[src/rtl/core_pkg.sv]
// Shared definitions for the core pipeline: memory access size codes, the MEM
// stage FSM state encoding and an alignment helper.
package core_pkg;

  localparam logic [1:0] MEM_SIZE_BYTE = 2'd0;
  localparam logic [1:0] MEM_SIZE_HALF = 2'd1;
  localparam logic [1:0] MEM_SIZE_WORD = 2'd2;

  typedef enum logic [1:0] {
    IDLE   = 2'd0,
    ACCESS = 2'd1,
    HOLD   = 2'd2
  } mem_state_e;

  // Size code 3 is reserved and behaves as a word access.
  function automatic logic is_misaligned(input logic [1:0] size, input logic [1:0] lo);
    logic mis;
    case (size)
      MEM_SIZE_BYTE: mis = 1'b0;
      MEM_SIZE_HALF: mis = lo[0];
      default:       mis = (lo != 2'b00);
    endcase
    return mis;
  endfunction

endpackage

[src/rtl/core_mem_align.sv]
// Byte-lane steering for the MEM stage: store mask/data replication and
// load lane select with sign or zero extension. Purely combinational.
module core_mem_align
  import core_pkg::*;
(
  input  logic [1:0]  st_size,
  input  logic [1:0]  st_lo,
  input  logic [31:0] st_wdata,
  output logic [3:0]  st_wmask,
  output logic [31:0] st_din,
  input  logic [1:0]  ld_size,
  input  logic [1:0]  ld_lo,
  input  logic        ld_unsigned,
  input  logic [31:0] ld_word,
  output logic [31:0] ld_data
);

  logic [31:0] ld_shift;
  logic [7:0]  ld_byte;
  logic [15:0] ld_half;

  always_comb begin
    st_wmask = 4'b1111;
    st_din   = st_wdata;
    case (st_size)
      MEM_SIZE_BYTE: begin
        st_wmask = 4'b0001 << st_lo;
        st_din   = {4{st_wdata[7:0]}};
      end
      MEM_SIZE_HALF: begin
        st_wmask = 4'b0011 << {st_lo[1], 1'b0};
        st_din   = {2{st_wdata[15:0]}};
      end
      default: ;
    endcase
  end

  always_comb begin
    ld_shift = ld_word >> {ld_lo, 3'b000};
    ld_byte  = ld_shift[7:0];
    ld_half  = ld_lo[1] ? ld_word[31:16] : ld_word[15:0];
    ld_data  = ld_word;
    case (ld_size)
      MEM_SIZE_BYTE: ld_data = {{24{ld_byte[7] & ~ld_unsigned}}, ld_byte};
      MEM_SIZE_HALF: ld_data = {{16{ld_half[15] & ~ld_unsigned}}, ld_half};
      default: ;
    endcase
  end

endmodule

[src/rtl/core_pipe_mem.sv]
// MEM stage of the RV32 pipeline: one data-RAM transaction per accepted
// instruction. Optional MEM_MISALIGN_TRAP_EN adds the mem_misalign output.
module core_pipe_mem
  import core_pkg::*;
#(
  parameter int unsigned ACK_TIMEOUT = 255
)(
  input  logic        clk,
  input  logic        rst_n,
  input  logic        ex_validout,
  output logic        mem_allowin,
  output logic        mem_validout,
  input  logic        wb_allowin,
  input  logic [4:0]  ex_rd,
  input  logic [4:0]  ex_rs1,
  input  logic [4:0]  ex_rs2,
  input  logic        ex_mem_read,
  input  logic        ex_mem_write,
  input  logic [1:0]  ex_mem_size,
  input  logic        ex_mem_unsigned,
  input  logic [31:0] ex_mem_addr,
  input  logic [31:0] ex_mem_wdata,
  input  logic [31:0] ex_result_pc,
  input  logic [31:0] ex_result_link_addr,
  input  logic [31:0] ex_result_value,
  input  logic        ex_result_jmp,
  input  logic        ex_result_link,
  input  logic        ex_result_computed,
  output logic        ram_req,
  output logic        ram_we,
  output logic [31:0] ram_addr,
  output logic [3:0]  ram_wmask,
  output logic [31:0] ram_din,
  input  logic [31:0] ram_rdata,
  input  logic        ram_ack,
  output logic [4:0]  mem_rd,
  output logic [4:0]  mem_rs1,
  output logic [4:0]  mem_rs2,
  output logic        mem_write_rd,
  output logic [31:0] ram_dout,
  output logic [31:0] mem_result_pc,
  output logic [31:0] mem_result_link_addr,
  output logic [31:0] mem_result_value,
  output logic        mem_result_jmp,
  output logic        mem_result_link,
  output logic        mem_result_computed,
`ifdef MEM_MISALIGN_TRAP_EN
  output logic        mem_misalign,
`endif
  output logic        mem_bus_err
);

  localparam logic [31:0] TO_LAST = 32'(ACK_TIMEOUT - 1);

  mem_state_e  state, state_nxt;
  logic        accept, mem_op, is_store, misalign_now, ack_done, timeout;
  logic [31:0] to_cnt;
  logic        ld_q, uns_q;
  logic [1:0]  size_q, lo_q;
  logic [3:0]  st_wmask;
  logic [31:0] st_din, ld_data;

  // Handshakes: a transfer happens on a rising edge where the producer's valid
  // and the consumer's allowin are both high; the producer holds its payload
  // until then. MEM holds one instruction, so allowin is high only in IDLE.
  assign mem_allowin  = (state == IDLE);
  assign mem_validout = (state == HOLD);
  assign accept       = ex_validout & mem_allowin;
  assign mem_op       = ex_mem_read | ex_mem_write;
  assign is_store     = ex_mem_write & ~ex_mem_read;
`ifdef MEM_MISALIGN_TRAP_EN
  assign misalign_now = mem_op & is_misaligned(ex_mem_size, ex_mem_addr[1:0]);
`else
  assign misalign_now = 1'b0;
`endif
  assign ack_done = (state == ACCESS) & ram_ack;
  assign timeout  = (ACK_TIMEOUT != 0) && (state == ACCESS) && !ram_ack && (to_cnt == TO_LAST);

  core_mem_align u_align (
    .st_size     (ex_mem_size),
    .st_lo       (ex_mem_addr[1:0]),
    .st_wdata    (ex_mem_wdata),
    .st_wmask    (st_wmask),
    .st_din      (st_din),
    .ld_size     (size_q),
    .ld_lo       (lo_q),
    .ld_unsigned (uns_q),
    .ld_word     (ram_rdata),
    .ld_data     (ld_data)
  );

  always_ff @(posedge clk or negedge rst_n) begin
    if (!rst_n) state <= IDLE;
    else        state <= state_nxt;
  end

  always_comb begin
    state_nxt = state;
    case (state)
      IDLE:   if (accept) state_nxt = (mem_op && !misalign_now) ? ACCESS : HOLD;
      ACCESS: if (ack_done || timeout) state_nxt = HOLD;
      HOLD:   if (wb_allowin) state_nxt = IDLE;
      default: state_nxt = IDLE;
    endcase
  end

  always_ff @(posedge clk or negedge rst_n) begin
    if (!rst_n) begin
      to_cnt               <= '0;
      ram_req              <= 1'b0;
      ram_we               <= 1'b0;
      ram_addr             <= '0;
      ram_wmask            <= '0;
      ram_din              <= '0;
      ram_dout             <= '0;
      ld_q                 <= 1'b0;
      uns_q                <= 1'b0;
      size_q               <= '0;
      lo_q                 <= '0;
      mem_rd               <= '0;
      mem_rs1              <= '0;
      mem_rs2              <= '0;
      mem_write_rd         <= 1'b0;
      mem_result_pc        <= '0;
      mem_result_link_addr <= '0;
      mem_result_value     <= '0;
      mem_result_jmp       <= 1'b0;
      mem_result_link      <= 1'b0;
      mem_result_computed  <= 1'b0;
      mem_bus_err          <= 1'b0;
    end else begin
      if ((state == ACCESS) && !ram_ack && !timeout) to_cnt <= to_cnt + 32'd1;
      else                                           to_cnt <= '0;

      if (accept) begin
        ram_req              <= mem_op & ~misalign_now;
        ram_we               <= is_store & ~misalign_now;
        ram_addr             <= {ex_mem_addr[31:2], 2'b00};
        ram_wmask            <= (is_store && !misalign_now) ? st_wmask : 4'b0000;
        ram_din              <= st_din;
        ram_dout             <= '0;
        ld_q                 <= ex_mem_read;
        uns_q                <= ex_mem_unsigned;
        size_q               <= ex_mem_size;
        lo_q                 <= ex_mem_addr[1:0];
        mem_rd               <= ex_rd;
        mem_rs1              <= ex_rs1;
        mem_rs2              <= ex_rs2;
        mem_write_rd         <= ex_mem_read & ~misalign_now;
        mem_result_pc        <= ex_result_pc;
        mem_result_link_addr <= ex_result_link_addr;
        mem_result_value     <= ex_result_value;
        mem_result_jmp       <= ex_result_jmp;
        mem_result_link      <= ex_result_link;
        mem_result_computed  <= ex_result_computed;
        mem_bus_err          <= 1'b0;
      end else if (ack_done) begin
        ram_req <= 1'b0;
        if (ld_q) ram_dout <= ld_data;
      end else if (timeout) begin
        ram_req      <= 1'b0;
        ram_dout     <= '0;
        mem_write_rd <= 1'b0;
        mem_bus_err  <= 1'b1;
      end
    end
  end

`ifdef MEM_MISALIGN_TRAP_EN
  always_ff @(posedge clk or negedge rst_n) begin
    if (!rst_n)      mem_misalign <= 1'b0;
    else if (accept) mem_misalign <= misalign_now;
  end
`endif

endmodule

[config.mk]
export PLATFORM = sky130hd
export DESIGN_NAME = core_pipe_mem
export DESIGN_NICKNAME = d
export VERILOG_FILES = /design/src/rtl/core_pkg.sv /design/src/rtl/core_mem_align.sv /design/src/rtl/core_pipe_mem.sv
export SDC_FILE = /design/constraint.sdc
export NUM_CORES = 1
export LEC_CHECK = 0
export BUFFER_PORTS_ARGS = -buffer_cell sky130_fd_sc_hd__buf_2
export CORE_MARGIN = 5
export CORE_UTILIZATION = 28
export CTS_CLUSTER_SIZE = 25
export DETAILED_ROUTE_END_ITERATION = 7
export SYNTH_ARGS = -nofsm -noshare
export SYNTH_HDL_FRONTEND = slang
export SYNTH_SLANG_ARGS = --single-unit
export TNS_END_PERCENT = 5
[constraint.sdc]
create_clock -name clk -period 2.7 [get_ports clk]
set_input_delay 0.54 -clock clk [delete_from_list [all_inputs] [get_ports clk]]
set_output_delay 0.54 -clock clk [all_outputs]
set_load 0.02 [all_outputs]
; Word level (Yosys, flattened, before mapping)
; Cells that the tools add are included.
[totals]
ram_bits = 0
reg_bits = 256
wordCells = 82
inputBits = 220
out_inout_bits = 220
rom_bits = 0
memories = 0
latch_bits = 0
[classes]
n_shift = 3
n_mul = 0
n_addsub = 1
bitwise = 8
eq_ne = 10
magnitude_cmp = 0
mux = 23
div_mod_pow = 0
n_reduce_logical = 14
[ops]
columns = operator, count
row1 = $mux W32, 5
row2 = $pmux W32 S2, 2
row3 = $add A32 B1 Y32 const B, 1
row4 = $eq A32 B8 Y1 const B, 1
row5 = $shr A32 B5 Y8, 1
row6 = $mux W16, 1
row7 = $mux W1, 8
row8 = $mux W2, 4
row9 = $pmux W4 S2, 1
row10 = $eq A2 B1 Y1 const B, 3
row11 = $logic_not A2 Y1, 3
row12 = $pmux W2 S3, 1
row13 = $and A1 B1 Y1, 5
row14 = $mux W4, 1
row15 = $ne A2 B1 Y1 const B, 2
row16 = $ne A2 B2 Y1 const B, 2
row17 = $reduce_and A2 Y1, 2
row18 = $shl A1 B2 Y4 const A, 1
row19 = $shl A2 B2 Y4 const A, 1
row20 = $logic_and A1 B1 Y1, 3
row21 = $ne A3 B2 Y1 const B, 1
row22 = $reduce_and A3 Y1, 1
row23 = $reduce_bool A3 Y1, 1
row24 = $eq A2 B2 Y1 const B, 1
row25 = 5 further kinds, 7

; Depth between registers and ports, before layout
; Gate-level depths: netlist of run 1.
[depth]
word_depth = 6
ltp_mapped = 8
mapped_depth_nobuf = 6

; By module
; A second synthesis of run 1 with hierarchy kept.
[unflattened]
cells_unflattened = 1331
area_unflattened_um2 = 11601.1
[modules_own_cells]
columns = mod, cells_each, seq_area_each_um2, area_per_inst_um2, instances
row1 = core_pipe_mem, 1167, 6406.1, 10408.7, 1
row2 = core_mem_align, 164, 0.0, 1192.4, 1

; Least setup slack after synthesis of run 1
; No wires, ideal clock.
[synth_path]
kind = reg-to-reg
from = reg state[0]
to = reg mem_rd[0]
n_path_buf = 3
t_arrival_ps = 1921
setup_ps = 65
path_stages_with_launch = 8
period_less_slack_ps = 1986
slack_ps = 714
required_ps = 2635
cell_sequence = dfrtp_1 nor2_1 and2_1 clkbuf_1 clkbuf_1 clkbuf_1 nand2_1 nand2_1
[synth_between]
elab_chain_cells = 2
[synth_rtl]
columns = item, line
row1 = from (decl), core_pipe_mem.sv:55  ; mem_state_e state, state_nxt;
row2 = from (signal assigned), core_pipe_mem.sv:94  ; else state <= state_nxt;
row3 = $logic_not A2 Y1, core_pipe_mem.sv:66  ; assign mem_allowin = (state == IDLE);
row4 = named net mem_allowin, core_pipe_mem.sv:11  ; output logic mem_allowin,
row5 = $and A1 B1 Y1, core_pipe_mem.sv:68  ; assign accept = ex_validout & mem_allowin;
row6 = to (signal assigned), core_pipe_mem.sv:146  ; mem_rd <= ex_rd;
row7 = to (decl), core_pipe_mem.sv:36  ; output logic [4:0] mem_rd,
; The timed path passes the listed nets, and every way through them passes these cells.
; A chain may end at the register's enable or synchronous reset.

; Final worst setup path of run 1
[layout_path]
from = reg size_q[1]
to = reg ram_dout[28]
[layout_between]
elab_chain_cells = 5
elab_cells_between_ends = 6
cone_classes = eq/ne: 1 / mux: 4 / reduce/logical: 1
[layout_rtl]
columns = item, line
row1 = from (decl), core_pipe_mem.sv:59  ; logic [1:0] size_q, lo_q;
row2 = from (signal assigned), core_pipe_mem.sv:144  ; size_q <= ex_mem_size;
row3 = $eq A2 B1 Y1 / $logic_not A2 Y1 (equally long branches), core_mem_align.sv:43  ; case (ld_size)
row4 = $pmux W32 S2 (*), core_mem_align.sv:43
row5 = $mux W32 (*), core_pipe_mem.sv:159  ; if (ld_q) ram_dout <= ld_data;
row6 = $mux W32 (*), core_pipe_mem.sv:157  ; end else if (ack_done) begin
row7 = $mux W32 (*), core_pipe_mem.sv:135  ; if (accept) begin
row8 = to (signal assigned), core_pipe_mem.sv:159
row9 = to (decl), core_pipe_mem.sv:40  ; output logic [31:0] ram_dout,
; Mark *: on every way between the ends. The rest lies on a longest branch, timed or not. The select of a mux whose other input is x is not followed.

==> results.toml, run 1 <==
[die]
rows = 72
start_util = 0.281
core-area_um2 = 38500
die_area_um2 = 42700
die_h_um = 207
die_x_um = 207
pin_count = 440

[clock_tree]
clockRootBuffer = "clkbuf_16"
clockBufferDepth = 3
insertion_delay_ns = 0.57
htreeDepth = 1
post_cts_buffers = 0
cts.sinks = 256
cts_made_buffers = 31
cts_tree = "done"
clk_pin_slew_ns = 0.06

[route]
first_pass_iters = 5
vias_per_cell = 4.51
via_count = 9712
drt_iter0_markers = 396
drc_errors = 0
postRouteWirelength_um = 35000
ant_nets = 0
post_drt_wl_per_cell_um = 16.3

[critical_path]
worst_path_max_delay_cell = "a21oi_1"
required_ns = 3.20
crit_chain = "nor3_1 > a22oi_1 > a21oi_1 > a221o_1"
reg2reg_depth = 4
cp_max_fo = 19
r2r-start = "size_q[1]"
path_delay_family = "compound AO/OA/AOI/OAI gates"
regToRegSetupSlack_ns = 0.44
max_stage_delay_ns = 0.90
cp_num_buf_inv = 0
end_kind = "flop"
critPathKind = "reg -> reg"
r2r-end = "ram_dout[28]"
worst_setup_path_start_kind = "flop"
crit_arrival_ns = 2.76

[logic_synthesis]
syn_avg_cell_area_um2 = 9.16
synth_compound_area_frac = 0.0695
synthAdderAreaFrac = 0.00231
synth.top_cell.area_share = 0.592
yosys.area_share.simple = 0.251
ys_seq_area_frac = 0.592
yosys_register_bits = 256
syn_inst = 1182
synthMuxAreaShare = 0.0307
synth_xor_area_frac = 0.0243
synth_top_cell_by_area = "dfrtp_1"
synth_cell_types = 46
synthFlopType = "dfrtp_1"
syn_area_um2 = 10800
ys_top_cells_by_area = "dfrtp_1 59%, nand2_1 18%, mux2i_1 2.9%"
async_reset_ff_frac = 1.00
yosys_warnings = 0
synth_top_family_by_area = "simple AND/OR/NAND/NOR gates"
synth_edf_count = 0

[layout]
syn_to_final_growth_pct = 36.6
fin_util = 0.384
final_common_cell = "nand2_1"
drive_gt1_frac = 0.319
layout_common_cells = "530 x nand2_1, 436 x buf_2, 256 x dfrtp_1, 63 x nor2_1, 47 x o21ai_0"
nNetsFinal = 1833
diodes = 0

[sta]
worst_slew_pin_slew_ns = 1.16
grt_setup_unrepaired = "no"
fmax_ghz = 0.443
period_needed_ns = 2.26
drv_slew = 0
fin_skew_ns = 0.0222
fin_crit_sh = 0.837
fin_setup_tns_ns = 0
finalSetupViolations = 0
relSlewSlack = 0.228
hold_viol_final = 0

[global_route]
antenna_found_initial = 4
grt_overflow_total = 0
grt_pass1_vias = 9940
grt_usage = 0.157
use_met3 = 0.0486
grt_pass1_wl_um = 54400
grtUsageMet1 = 0.192
top_usage_layer = "met2"
grt_max_degree = 93
grt_use_met2 = 0.269

[hold_path]
hold_start = "ex_result_pc[20]"
hold_end = "mem_result_pc[20]"
hp-class = "in -> reg"
min_path_cells = 3

[placed_design]
gp_congestion = 0.878
numPortBuffers = 437
dp_hpwl_um = 26100

[pwr]
p_leak_nw = 7.93
power_density_nw_per_um2 = 1180
peakVddDrop_uv = 829

[job]
drv_cap = 0

[run_status]
status = "completed"
through the flow:
step | total power, mW | hold slack, ns | setup WS [ns] | instance area (um^2) | instances
2_1_floorplan | 10.3 | 0.244 | 0.714 | 10800 | 1183
3_3_place_gp | 13.1 | 0.452 | 0.518 | 13700 | 2095
3_5_place_dp | 13.2 | 0.457 | 0.453 | 13700 | 2095
4_1_cts | 17.8 | 0.108 | 0.469 | 14800 | 2154
5_1_grt | 18.6 | 0.126 | 0.191 | 14800 | 2154
6_report | 17.5 | 0.159 | 0.441 | 14800 | 2154
area by class of cell:
type / instances / area (um^2)
Inverter: 13 / 48.8
Clock inverter: 17 / 226
Tap cell: 518 / 648
Timing Repair Buffer: 460 / 2470
Fill cell: 3898 / 23700
Multi-Input combinational cell: 849 / 4110
Sequential cell: 256 / 6410
Clock buffer: 41 / 873
Yosys cell counts, types with 3 or more instances:
cell	n
a21oi_1	14
a221o_1	16
and2_1	5
and3_1	11
and4_1	3
buf_1	4
buf_2	5
clkbuf_1	52
dfrtp_1	256
inv_1	13
mux2i_1	31
nand2_1	531
nand2b_1	5
nand3_1	17
nand4_1	9
nor2_1	63
nor3_1	9
nor4_1	6
o21ai_0	47
o221ai_1	7
o2bb2ai_1	8
o31a_1	8
or3_1	3
xnor2_1	16
xor2_1	14
report_power, final:
group / switching (mW) / internal (mW) / total [mW] / leakage [nW]
Combinational: 4.61 / 2.19 / 6.81 / 4.12
Sequential: 0.895 / 5.36 / 6.26 / 3.27
Clock: 1.68 / 2.75 / 4.43 / 0.541
tightest hold or removal path: stages:
cell and delay [ns]:
buf_2 0.07, nand2_1 0.04, nand2_1 0.04
flip-flops by register name, summed over array words and instances (netlist names), 4 cells and up:
| signal | count |
|---|---|
| ram_wmask | 4 |
| mem_result_value | 32 |
| mem_rs1 | 5 |
| to_cnt | 32 |
| mem_result_link_addr | 32 |
| ram_addr | 30 |
| mem_result_pc | 32 |
| ram_dout | 32 |
| mem_rs2 | 5 |
| mem_rd | 5 |
| ram_din | 32 |
worst max-delay path by stage:
| stage | startpoint | end | slack (ns) | cells past startpoint |
|---|---|---|---|---|
| floorplan | state[0] | mem_rd[0] | 0.71 | 7 |
| global placement | to_cnt[27] | ram_dout[17] | 0.52 | 6 |
| detailed placement | to_cnt[27] | ram_dout[29] | 0.45 | 6 |
| CTS | to_cnt[27] | ram_dout[28] | 0.47 | 6 |
| global route | size_q[1] | ram_dout[29] | 0.19 | 4 |
| finish | size_q[1] | ram_dout[28] | 0.44 | 4 |
routing by layer:
metal  routed length (um)  vias to the layer above  share of wire
met5                   18                        -        0.00051
met3                 3230                       57          0.092
li1                     -                     4694              -
met4                  776                        4          0.022
met1                14100                     4596           0.40
met2                16900                      361           0.48
logic make-up after synthesis:
logic type / Yosys count
buffers and inverters: 78
other: 1
flip-flops: 256
AO/OA/AOI/OAI: 110
adder cells (fa/ha/maj): 2
multiplexers: 33
XOR/XNOR: 30
AND/OR/NAND/NOR: 672
what timing repair did:
action	CTS	global route
endpoints found under the setup margin	0	0
hold endpoints to repair	67	0
gates resized for setup	0	0
hold buffers	1	0
Power figures use the tool's default switching activity.
==> run 2, diff against run 1 <==
- clock period: 2.7 -> 2 ns (I/O delays scaled with it)
==> results.toml, run 2 (synthesis results as in run 1) <==
[run_status]
status = "completed"

[layout]
fin_area_um2 = 15500
syn_to_final_growth_pct = 43.4
drive_gt1_frac = 0.324
nNetsFinal = 1913
layout_common_cells = "530 x nand2_1, 436 x buf_2, 254 x dfrtp_1, 63 x nor2_1, 50 x dlygate4sd3_1"
final_common_cell = "nand2_1"

[critical_path]
cp.depth = 2
end_kind = "primary output"
reg2reg_depth = 6
worst_path_max_delay_cell = "dfrtp_1"
max_stage_delay_ns = 0.44
cp_max_fo = 7
path_delay_family = "flip-flops"
startpoint = "state[0]"
crit_arrival_ns = 1.53
cp_num_buf_inv = 1
crit_end = "mem_allowin"
r2r-end = "ram_dout[20]"
worst_setup_path_start_kind = "flop"
crit_chain = "nor2_1 > buf_2"
regToRegSetupSlack_ns = 0.09
required_ns = 1.60
critPathKind = "reg -> out"
r2r-start = "to_cnt[27]"

[sta]
fmax_ghz = 0.517
grt_setup_unrepaired = "yes"
hold_viol_final = 0
fin_skew_ns = 0.0113
fin_crit_sh = 0.967
finalSetupViolations = 0
relSlewSlack = 0.623
period_needed_ns = 1.93
worst_slew_pin_slew_ns = 0.566
drv_slew = 0

[job]
drv_cap = 0

[route]
via_count = 9996
postRouteWirelength_um = 35800
vias_per_cell = 4.47
ant_nets = 0
post_drt_wl_per_cell_um = 16.0
first_pass_iters = 7
drc_errors = 0
drt_iter0_markers = 512

[pwr]
power_density_nw_per_um2 = 1500
p_total_mw = 23.3
p_leak_nw = 8.27
peakVddDrop_uv = 968

[global_route]
top_usage_layer = "met2"
grt_pass1_wl_um = 55700
grt_pass1_vias = 10300
antenna_found_initial = 2
grt_use_met2 = 0.276
grt_max_degree = 73
grt_overflow_total = 0
grtUsageMet1 = 0.195
grt_usage = 0.161
use_met3 = 0.0461

[clock_tree]
cts.sinks = 256
post_cts_buffers = 0
htreeDepth = 1
clockRootBuffer = "clkbuf_16"
insertion_delay_ns = 0.56
clk_pin_slew_ns = 0.06
cts_tree = "done"
clockBufferDepth = 3
cts_made_buffers = 30

[die]
die_area_um2 = 42700
die_x_um = 207
rows = 72
core-area_um2 = 38500
pin_count = 440
die_h_um = 207
start_util = 0.281

[placed_design]
dp_hpwl_um = 26600
dpl_cell_area_um2 = 14000
gp_congestion = 0.886
numPortBuffers = 437

[hold_path]
min_path_cells = 3
hp-class = "in -> reg"
==> run 2: power breakdown <==
group	internal, mW	switching, mW	leakage, nW
logic	3.16	6.32	4.52
registers	7.24	1.17	3.26
clock network	3.26	2.18	0.488
==> run 2: worst min path at each step <==
| stage | startpoint | end | slack [ns] |
|---|---|---|---|
| 3_3_place_gp | rst_n | ram_addr[13] | 0.32 |
| 4_1_cts | ex_result_value[2] | mem_result_value[2] | 0.0006 |
| 5_1_grt | ex_result_link_addr[31] | mem_result_link_addr[31] | 0.003 |
| 2_1_floorplan | rst_n | ld_q | 0.10 |
| 3_5_place_dp | rst_n | ram_addr[21] | 0.33 |
| 6_report | ex_rs2[1] | mem_rs2[1] | 0.03 |
==> run 2: layout make-up <==
class,instances,area [um^2]
inverters,13,48.8
fillers,3884,22900
clock inverters,7,77.6
repair buffers,541,3270
diodes,2,5.00
multi-input cells,849,4150
flip-flops and latches,256,6410
clock buffers,48,918
well taps,518,648
==> run 2: routing by layer <==
metal / share of wire / vias to the layer above
met3: 0.089 / 66
met1: 0.40 / 4737
met4: 0.029 / 2
li1: - / 4840
met2: 0.48 / 351
met5: 0.00020 / -
==> run 2: stage by stage <==
stage | TNS, ns | hold slack (ns) | setup slack [ns] | util | std cells
floorplan | 0 | 0.104 | 0.0141 | - | 1183
global placement | 0 | 0.324 | 0.0319 | 0.363 | 2127
detailed placement | -0.00471 | 0.325 | -0.00471 | 0.363 | 2127
CTS | 0 | 0.000587 | 0.0153 | 0.402 | 2232
global route | -0.189 | 0.00279 | -0.0360 | 0.403 | 2233
finish | 0 | 0.0319 | 0.0663 | 0.404 | 2234
==> run 2: what timing repair did <==
action,CTS,global route
resized for setup,0,9
cloned,0,0
hold buffers,50,0
hold endpoints to repair,81,0
endpoints found under the setup margin,11,58
pin swaps,2,2
==> run 2: tightest hold or removal path, stage by stage <==
cell and delay [ns]:
buf_2 0.07, nand2_1 0.04, nand2_1 0.04
